$ cat src/rtl/mem_access_unit_pkg.sv
// Shared definitions for the MEM-stage load/store unit.
// Holds the memory op encodings, the bus FSM state encoding, the byte-enable
// constants and small op-decoding helpers used by the top and the lane logic.
package mem_access_unit_pkg;

  // Memory op encodings presented by the execute stage
  typedef enum logic [3:0] {
    MEM_NOP = 4'd0,
    MEM_LB  = 4'd1,
    MEM_LH  = 4'd2,
    MEM_LW  = 4'd3,
    MEM_SB  = 4'd4,
    MEM_SH  = 4'd5,
    MEM_SW  = 4'd6
  } mem_op_e;

  // Bus handshake FSM states
  typedef enum logic [1:0] {
    ST_IDLE = 2'd0,
    ST_REQ  = 2'd1,
    ST_RESP = 2'd2,
    ST_DONE = 2'd3
  } bus_state_e;

  localparam logic [3:0] MEM_BE_BYTE    = 4'b0001;
  localparam logic [3:0] MEM_BE_HALF_LO = 4'b0011;
  localparam logic [3:0] MEM_BE_HALF_HI = 4'b1100;
  localparam logic [3:0] MEM_BE_WORD    = 4'b1111;

  // True for the three load encodings; unknown codes are not loads
  function automatic logic op_is_load(input logic [3:0] op);
    logic r;
    case (op)
      MEM_LB, MEM_LH, MEM_LW: r = 1'b1;
      default:                r = 1'b0;
    endcase
    return r;
  endfunction

endpackage

$ cat src/rtl/mem_access_unit_lane_align.sv
// mem_lane_align: purely combinational lane handling for the load/store unit.
//   Request side  (op_i, addr_lo_i, st_data_i): op validity, load/store kind,
//                 misalignment, byte enables and lane-replicated store data.
//   Response side (ld_op_i, ld_addr_lo_i, rdata_i): selects the addressed
//                 byte/half/word from the bus word and sign-extends it.
module mem_lane_align
  import mem_access_unit_pkg::*;
(
  input  logic [3:0]  op_i,
  input  logic [1:0]  addr_lo_i,
  input  logic [31:0] st_data_i,
  output logic        valid_o,
  output logic        is_load_o,
  output logic        misalign_o,
  output logic [3:0]  be_o,
  output logic [31:0] wdata_o,
  input  logic [3:0]  ld_op_i,
  input  logic [1:0]  ld_addr_lo_i,
  input  logic [31:0] rdata_i,
  output logic [31:0] ld_data_o
);

  logic [7:0]  byte_s;
  logic [15:0] half_s;

  // Request decode: validity, misalignment, byte enables, store lanes
  always_comb begin
    valid_o    = 1'b0;
    is_load_o  = op_is_load(op_i);
    misalign_o = 1'b0;
    be_o       = 4'b0000;
    wdata_o    = 32'h0000_0000;
    case (op_i)
      MEM_LB: begin
        valid_o = 1'b1;
        be_o    = MEM_BE_WORD;
      end
      MEM_LH: begin
        valid_o    = 1'b1;
        misalign_o = addr_lo_i[0];
        be_o       = MEM_BE_WORD;
      end
      MEM_LW: begin
        valid_o    = 1'b1;
        misalign_o = |addr_lo_i;
        be_o       = MEM_BE_WORD;
      end
      MEM_SB: begin
        valid_o = 1'b1;
        be_o    = MEM_BE_BYTE << addr_lo_i;
        wdata_o = {4{st_data_i[7:0]}};
      end
      MEM_SH: begin
        valid_o    = 1'b1;
        misalign_o = addr_lo_i[0];
        be_o       = addr_lo_i[1] ? MEM_BE_HALF_HI : MEM_BE_HALF_LO;
        wdata_o    = {2{st_data_i[15:0]}};
      end
      MEM_SW: begin
        valid_o    = 1'b1;
        misalign_o = |addr_lo_i;
        be_o       = MEM_BE_WORD;
        wdata_o    = st_data_i;
      end
      default: valid_o = 1'b0;
    endcase
  end

  // Load extraction: pick the addressed lane, then sign-extend by size
  always_comb begin
    byte_s = rdata_i[{ld_addr_lo_i, 3'b000} +: 8];
    half_s = rdata_i[{ld_addr_lo_i[1], 4'b0000} +: 16];
    case (ld_op_i)
      MEM_LB:  ld_data_o = {{24{byte_s[7]}}, byte_s};
      MEM_LH:  ld_data_o = {{16{half_s[15]}}, half_s};
      MEM_LW:  ld_data_o = rdata_i;
      default: ld_data_o = 32'h0000_0000;
    endcase
  end

endmodule

$ cat src/rtl/mem_access_unit.sv
// mem_access_unit: MEM-stage load/store unit.
// Turns each EX-stage memory op into one word-aligned req/gnt + rvalid bus
// transaction, stalls the pipeline until it completes, then drives write-back.
//   clk_i/rst_i           clock, async active-high reset
//   mem_*_i, reg_*_i      access and write-back info from EX
//   stall_o               holds EX/MEM and everything upstream
//   reg_we/waddr/wdata_o  write-back to the register file
//   misalign_o/bus_err_o  one-cycle pulses for dropped / timed-out accesses
//   bus_*                 data bus request (req/gnt) and response (rvalid)
module mem_access_unit
  import mem_access_unit_pkg::*;
#(
  parameter int DATA_WIDTH   = 32,
  parameter int ADDR_WIDTH   = 32,
  parameter int RESP_TIMEOUT = 16
) (
  input  logic                  clk_i,
  input  logic                  rst_i,
  input  logic [3:0]            mem_op_i,
  input  logic [ADDR_WIDTH-1:0] mem_addr_i,
  input  logic [DATA_WIDTH-1:0] mem_data_i,
  input  logic                  mem_we_i,
  input  logic                  reg_we_i,
  input  logic [4:0]            reg_waddr_i,
  input  logic [DATA_WIDTH-1:0] reg_wdata_i,
  output logic                  stall_o,
  output logic                  reg_we_o,
  output logic [4:0]            reg_waddr_o,
  output logic [DATA_WIDTH-1:0] reg_wdata_o,
  output logic                  misalign_o,
  output logic                  bus_err_o,
  output logic                  bus_req_o,
  input  logic                  bus_gnt_i,
  output logic [ADDR_WIDTH-1:0] bus_addr_o,
  output logic                  bus_we_o,
  output logic [3:0]            bus_be_o,
  output logic [DATA_WIDTH-1:0] bus_wdata_o,
  input  logic                  bus_rvalid_i,
  input  logic [DATA_WIDTH-1:0] bus_rdata_i
);

  localparam int CNT_W = $clog2(RESP_TIMEOUT + 1);
  localparam logic [CNT_W-1:0] CNT_LAST = CNT_W'(RESP_TIMEOUT - 1);

  bus_state_e            state_q, state_d;
  logic [ADDR_WIDTH-1:2] addr_q, addr_d;
  logic [1:0]            addr_lo_q, addr_lo_d;
  logic [3:0]            op_q, op_d;
  logic [4:0]            waddr_q, waddr_d;
  logic [3:0]            be_q, be_d;
  logic [DATA_WIDTH-1:0] wdata_q, wdata_d;
  logic [DATA_WIDTH-1:0] result_q, result_d;
  logic                  bus_req_q, bus_req_d;
  logic                  bus_we_q, bus_we_d;
  logic                  err_q, err_d;
  logic [CNT_W-1:0]      cnt_q, cnt_d;

  logic                  op_valid_s, op_load_s, op_misalign_s;
  logic [3:0]            op_be_s;
  logic [DATA_WIDTH-1:0] op_wdata_s, ld_data_s;
  logic                  stall_s, reg_we_s, misalign_s, bus_err_s;
  logic [4:0]            reg_waddr_s;
  logic [DATA_WIDTH-1:0] reg_wdata_s;
  logic                  unused_s;

  // mem_we_i duplicates what mem_op_i already encodes
  assign unused_s = mem_we_i;

  mem_lane_align u_lane (
    .op_i         (mem_op_i),
    .addr_lo_i    (mem_addr_i[1:0]),
    .st_data_i    (mem_data_i),
    .valid_o      (op_valid_s),
    .is_load_o    (op_load_s),
    .misalign_o   (op_misalign_s),
    .be_o         (op_be_s),
    .wdata_o      (op_wdata_s),
    .ld_op_i      (op_q),
    .ld_addr_lo_i (addr_lo_q),
    .rdata_i      (bus_rdata_i),
    .ld_data_o    (ld_data_s)
  );

  // Next-state, capture and combinational write-back/stall decode
  always_comb begin
    state_d     = state_q;
    addr_d      = addr_q;
    addr_lo_d   = addr_lo_q;
    op_d        = op_q;
    waddr_d     = waddr_q;
    be_d        = be_q;
    wdata_d     = wdata_q;
    result_d    = result_q;
    bus_req_d   = bus_req_q;
    bus_we_d    = bus_we_q;
    err_d       = err_q;
    cnt_d       = cnt_q;
    stall_s     = 1'b0;
    reg_we_s    = 1'b0;
    reg_waddr_s = waddr_q;
    reg_wdata_s = '0;
    misalign_s  = 1'b0;
    bus_err_s   = 1'b0;
    case (state_q)
      ST_IDLE: begin
        reg_we_s    = reg_we_i;
        reg_waddr_s = reg_waddr_i;
        reg_wdata_s = reg_wdata_i;
        if (op_valid_s && op_misalign_s) begin
          misalign_s = 1'b1;
          reg_we_s   = 1'b0;
        end else if (op_valid_s) begin
          stall_s   = 1'b1;
          reg_we_s  = 1'b0;
          addr_d    = mem_addr_i[ADDR_WIDTH-1:2];
          addr_lo_d = mem_addr_i[1:0];
          op_d      = mem_op_i;
          waddr_d   = reg_waddr_i;
          be_d      = op_be_s;
          wdata_d   = op_wdata_s;
          result_d  = '0;
          bus_req_d = 1'b1;
          bus_we_d  = ~op_load_s;
          err_d     = 1'b0;
          cnt_d     = '0;
          state_d   = ST_REQ;
        end else begin
          state_d = ST_IDLE;
        end
      end
      ST_REQ: begin
        stall_s = 1'b1;
        if (bus_gnt_i) begin
          bus_req_d = 1'b0;
          cnt_d     = '0;
          state_d   = op_is_load(op_q) ? ST_RESP : ST_DONE;
        end else if (cnt_q == CNT_LAST) begin
          bus_err_s = 1'b1;
          err_d     = 1'b1;
          bus_req_d = 1'b0;
          state_d   = ST_DONE;
        end else begin
          cnt_d = cnt_q + CNT_W'(1);
        end
      end
      ST_RESP: begin
        stall_s = 1'b1;
        if (bus_rvalid_i) begin
          result_d = ld_data_s;
          state_d  = ST_DONE;
        end else if (cnt_q == CNT_LAST) begin
          bus_err_s = 1'b1;
          err_d     = 1'b1;
          state_d   = ST_DONE;
        end else begin
          cnt_d = cnt_q + CNT_W'(1);
        end
      end
      ST_DONE: begin
        reg_we_s    = op_is_load(op_q) & ~err_q;
        reg_wdata_s = result_q;
        state_d     = ST_IDLE;
      end
      default: state_d = ST_IDLE;
    endcase
  end

  // State and capture registers
  always_ff @(posedge clk_i or posedge rst_i) begin
    if (rst_i) begin
      state_q   <= ST_IDLE;
      addr_q    <= '0;
      addr_lo_q <= 2'b00;
      op_q      <= 4'b0000;
      waddr_q   <= 5'b00000;
      be_q      <= 4'b0000;
      wdata_q   <= '0;
      result_q  <= '0;
      bus_req_q <= 1'b0;
      bus_we_q  <= 1'b0;
      err_q     <= 1'b0;
      cnt_q     <= '0;
    end else begin
      state_q   <= state_d;
      addr_q    <= addr_d;
      addr_lo_q <= addr_lo_d;
      op_q      <= op_d;
      waddr_q   <= waddr_d;
      be_q      <= be_d;
      wdata_q   <= wdata_d;
      result_q  <= result_d;
      bus_req_q <= bus_req_d;
      bus_we_q  <= bus_we_d;
      err_q     <= err_d;
      cnt_q     <= cnt_d;
    end
  end

  // Pipeline-facing outputs are masked while reset is held so a pending op
  // on the inputs cannot stall or write back during reset.
  assign stall_o     = stall_s & ~rst_i;
  assign reg_we_o    = reg_we_s & ~rst_i;
  assign misalign_o  = misalign_s & ~rst_i;
  assign bus_err_o   = bus_err_s & ~rst_i;
  assign reg_waddr_o = reg_waddr_s;
  assign reg_wdata_o = reg_wdata_s;
  assign bus_req_o   = bus_req_q;
  assign bus_addr_o  = {addr_q, 2'b00};
  assign bus_we_o    = bus_we_q;
  assign bus_be_o    = be_q;
  assign bus_wdata_o = wdata_q;

endmodule

$ cat config.mk
export PLATFORM = sky130hd
export DESIGN_NAME = mem_access_unit
export DESIGN_NICKNAME = d
export VERILOG_FILES = /design/src/rtl/mem_access_unit_pkg.sv /design/src/rtl/mem_access_unit_lane_align.sv /design/src/rtl/mem_access_unit.sv
export SDC_FILE = /design/constraint.sdc
export NUM_CORES = 1
export LEC_CHECK = 0
export CORE_MARGIN = 2
export CORE_UTILIZATION = 25
export CTS_BUF_LIST = sky130_fd_sc_hd__clkbuf_4
export CTS_CLUSTER_DIAMETER = 50
export DETAILED_ROUTE_END_ITERATION = 10
export GPL_TIMING_DRIVEN = 0
export SYNTH_ARGS = -nofsm -noshare
export SYNTH_HDL_FRONTEND = slang
export SYNTH_SLANG_ARGS = --single-unit
export TNS_END_PERCENT = 1
$ cat constraint.sdc
create_clock -name clk_i -period 9.8 [get_ports clk_i]
set_clock_uncertainty 0.15 [all_clocks]
set_input_delay 1.96 -clock clk_i [delete_from_list [all_inputs] [get_ports clk_i]]
set_output_delay 1.96 -clock clk_i [all_outputs]
set_load 0.01 [all_outputs]
==> impl_results.md <==
- Placer Congestion: 0.836
- Synthesized instance count: 608
- Starting Density: 25.6%
- Critical path class: input pin to primary output
- Worst setup EP type: primary output
- GRT overflow: 0
- Core area: 24500 um^2
- Setup_tns: 0 ps
- Commonest register cell after synthesis: dfrtp_1
- Die X: 162 um
- Synth-to-Final Area Change: 50.9%
- Fraction of registers with async set/reset: 100%
- Drt via density: 4.89
- Buffers on Ports: 247
- Top-level I/O count: 254
- Initial antenna violation count: 1
- Critical Path AT: 4480 ps
- Status: complete, no violations
- Via count: 5932
- Count of state elements after synthesis: 119
- Fin. Hold Viols: 0
- RSZ-0062 raised after global routing: false
- First-pass GRT wire length: 34.8 mm
- Critical Path Fanout Max: 10
- Min Tclk post-route: 6590 ps
- Largest net degree at the start of global routing: 75
- DRT Pass-1 Iters: 4
- Die ar.: 26400 um^2
- Flop pwr share: 30.0%
- WP data required: 7690 ps
- Final setup viols: 0
- Hold_buf cts: 0
- Worst R2R Setup Slack: 7000 ps
- Hold_sp: bus_wdata_o[13]
- DRC errors left: 0
- Rel. slew slack: 32.6%
- Commonest non-fill, non-tap cell in the layout: clkdlybuf4s50_1
- Syn Area/Cell: 10.3 um^2
- Cell Pwr Density: 252 nW/um^2
- EDFF count, synth: 0
- Max_cap viols: 0
- Clock transition at path regs: 100 ps
- Vias in the first global route: 6030
- Cts repair resizes: 0
- Initial DRC count: 279
- Least-Margin Pin Slew: 1000 ps
- Final wirelength: 22.8 mm
- CTS tree: done
- Worst R2R End: bus_wdata_o[15]
- Root buffer cell: clkbuf_4
- Most frequent cells in the layout: 247 x clkdlybuf4s50_1, 119 x dfrtp_1, 82 x nand2_1
- Post-DP HPWL: 17.0 mm
- Hold Crit Endpoint: bus_wdata_o[13]
- Sw power: 940 uW
- Row cnt: 57
- Clk sinks: 119
- WL/cell: 18.8 um
- Warnings from Yosys: 0
- Final #Nets: 1026
- Post-synthesis sequential area ratio: 47.5%
- Clk_lat worst skew: 520 ps
- FF-to-FF Start: state_q[0]
- Min-Delay Path Class: register to register
- Layout cells sized above 1: 13.4%
- Gate power share: 54.8%
- Gr usage total: 17.2%
- Internal: 1.45 mW
- Num CTS Buffers: 17
- Sw Ratio: 39.3%
- Reg2Reg Depth: 6
- Worst Setup SP: mem_op_i[2]
- Worst VDD drop: 0.119 mV
- Mapped Area: 6270 um^2
- Period utilisation layout: 67.2%
- Synth cell types: 53
- Clock H-tree levels: 4
- Slew Limit Fails: 0
- Clock Path Buffers: 2
- DRT antenna net count: 0
- Crit path launch type: input pin
- Post-layout util: 38.7%
- Chip height: 162 um
- Post-CTS setup buffers: 0
- Max Fclk: 152 MHz
- Clock Power Share: 15.2%
- Worst hold stages: 2
- Leak: 4.03 nW
cells by family after synthesis:
logic type,after synthesis,share of synthesized area [%]
multiplexers,66,11.5
buffers and inverters,61,5.01
flip-flops,119,47.5
other,1,0.0598
adder cells (fa/ha/maj),8,1.56
AND/OR/NAND/NOR,159,11.2
AO/OA/AOI/OAI,194,23.1
worst max path at each step:
stage                            to  slack (ps)  depth (start not counted)
after CTS                   stall_o        3120                          9
after global placement    bus_err_o          80                          5
after detailed placement    stall_o        3130                          9
after floorplan           bus_err_o        2540                          3
final                       stall_o        3210                          9
after global routing        stall_o        2940                          9
cells in the mapped netlist (all sizes together) (5+ instances only):
master | n | share of area (%)
inv | 11 | 0.66
a221o | 8 | 1.3
nand3 | 5 | 0.40
dfrtp | 119 | 47
nor2 | 41 | 2.5
a22o | 41 | 5.7
nand2 | 82 | 4.9
o21ai | 36 | 2.9
o31ai | 5 | 0.60
a31oi | 8 | 0.80
ha | 7 | 1.4
nor3 | 7 | 0.74
mux2 | 51 | 9.2
mux2i | 15 | 2.4
a21o | 6 | 0.84
buf | 28 | 3.0
a21oi | 11 | 0.94
o221ai | 7 | 0.98
a22oi | 56 | 6.7
clkbuf | 22 | 1.3
per-layer routing:
layer  up-vias  part of all wire [%]  wire length [um]  GRT usage [%]
met2       253                    46             10500           27.8
met5         -                     0                 0              0
met4         0                   1.1               253           4.14
li1       2784                     -                 -              -
met3        16                   8.3              1900           5.53
met1      2879                    45             10200           22.5
state kept, by name, summed over array words and instances (netlist names):
signal,cells
op_q,4
err_q,1
addr_q,30
result_q,32
bus_we_o,1
state_q,2
cnt_q,5
waddr_q,5
addr_lo_q,2
bus_be_o,4
bus_wdata_o,32
bus_req_o,1
cell type report:
cell class	instances	area [um^2]
fill	2489	15000
multi-input combinational	429	2990
sequential	119	2980
timing repair buffer	248	2500
tap	324	405
buffer	50	273
clock buffer	19	143
clock inverter	13	131
inverter	11	46.3
antenna	1	2.50
power by group through the flow:
stage / Clock [mW] / Sequential [mW] / Combinational, mW
final: 0.363 / 0.716 / 1.31
after global routing: 0.397 / 0.735 / 1.42
after CTS: 0.377 / 0.717 / 1.33
after detailed placement: 0 / 0.725 / 1.32
after global placement: 0 / 0.720 / 1.31
after floorplan: 0 / 0.762 / 0.630
worst max-delay path: stages:
cell and delay [ps]:
clkdlybuf4s50_1 490, buf_2 210, nand3_1 110, and4bb_2 240
nand3_1 200, buf_4 260, buf_4 190, a211oi_1 240
clkdlybuf4s50_1 580
metrics by stage:
stage                     hold slack, ps  power, mW  area, um^2  setup slack (ps)  cells
after CTS                            347       2.42        9460              3120   1213
after global routing                 364       2.56        9460              2940   1214
after detailed placement             320       2.05        9190              3130   1181
final                                339       2.39        9460              3210   1214
after floorplan                      312       1.39        6280              2540    609
after global placement               312       2.03        9160              84.3   1180
Power figures use the tool's default switching activity.
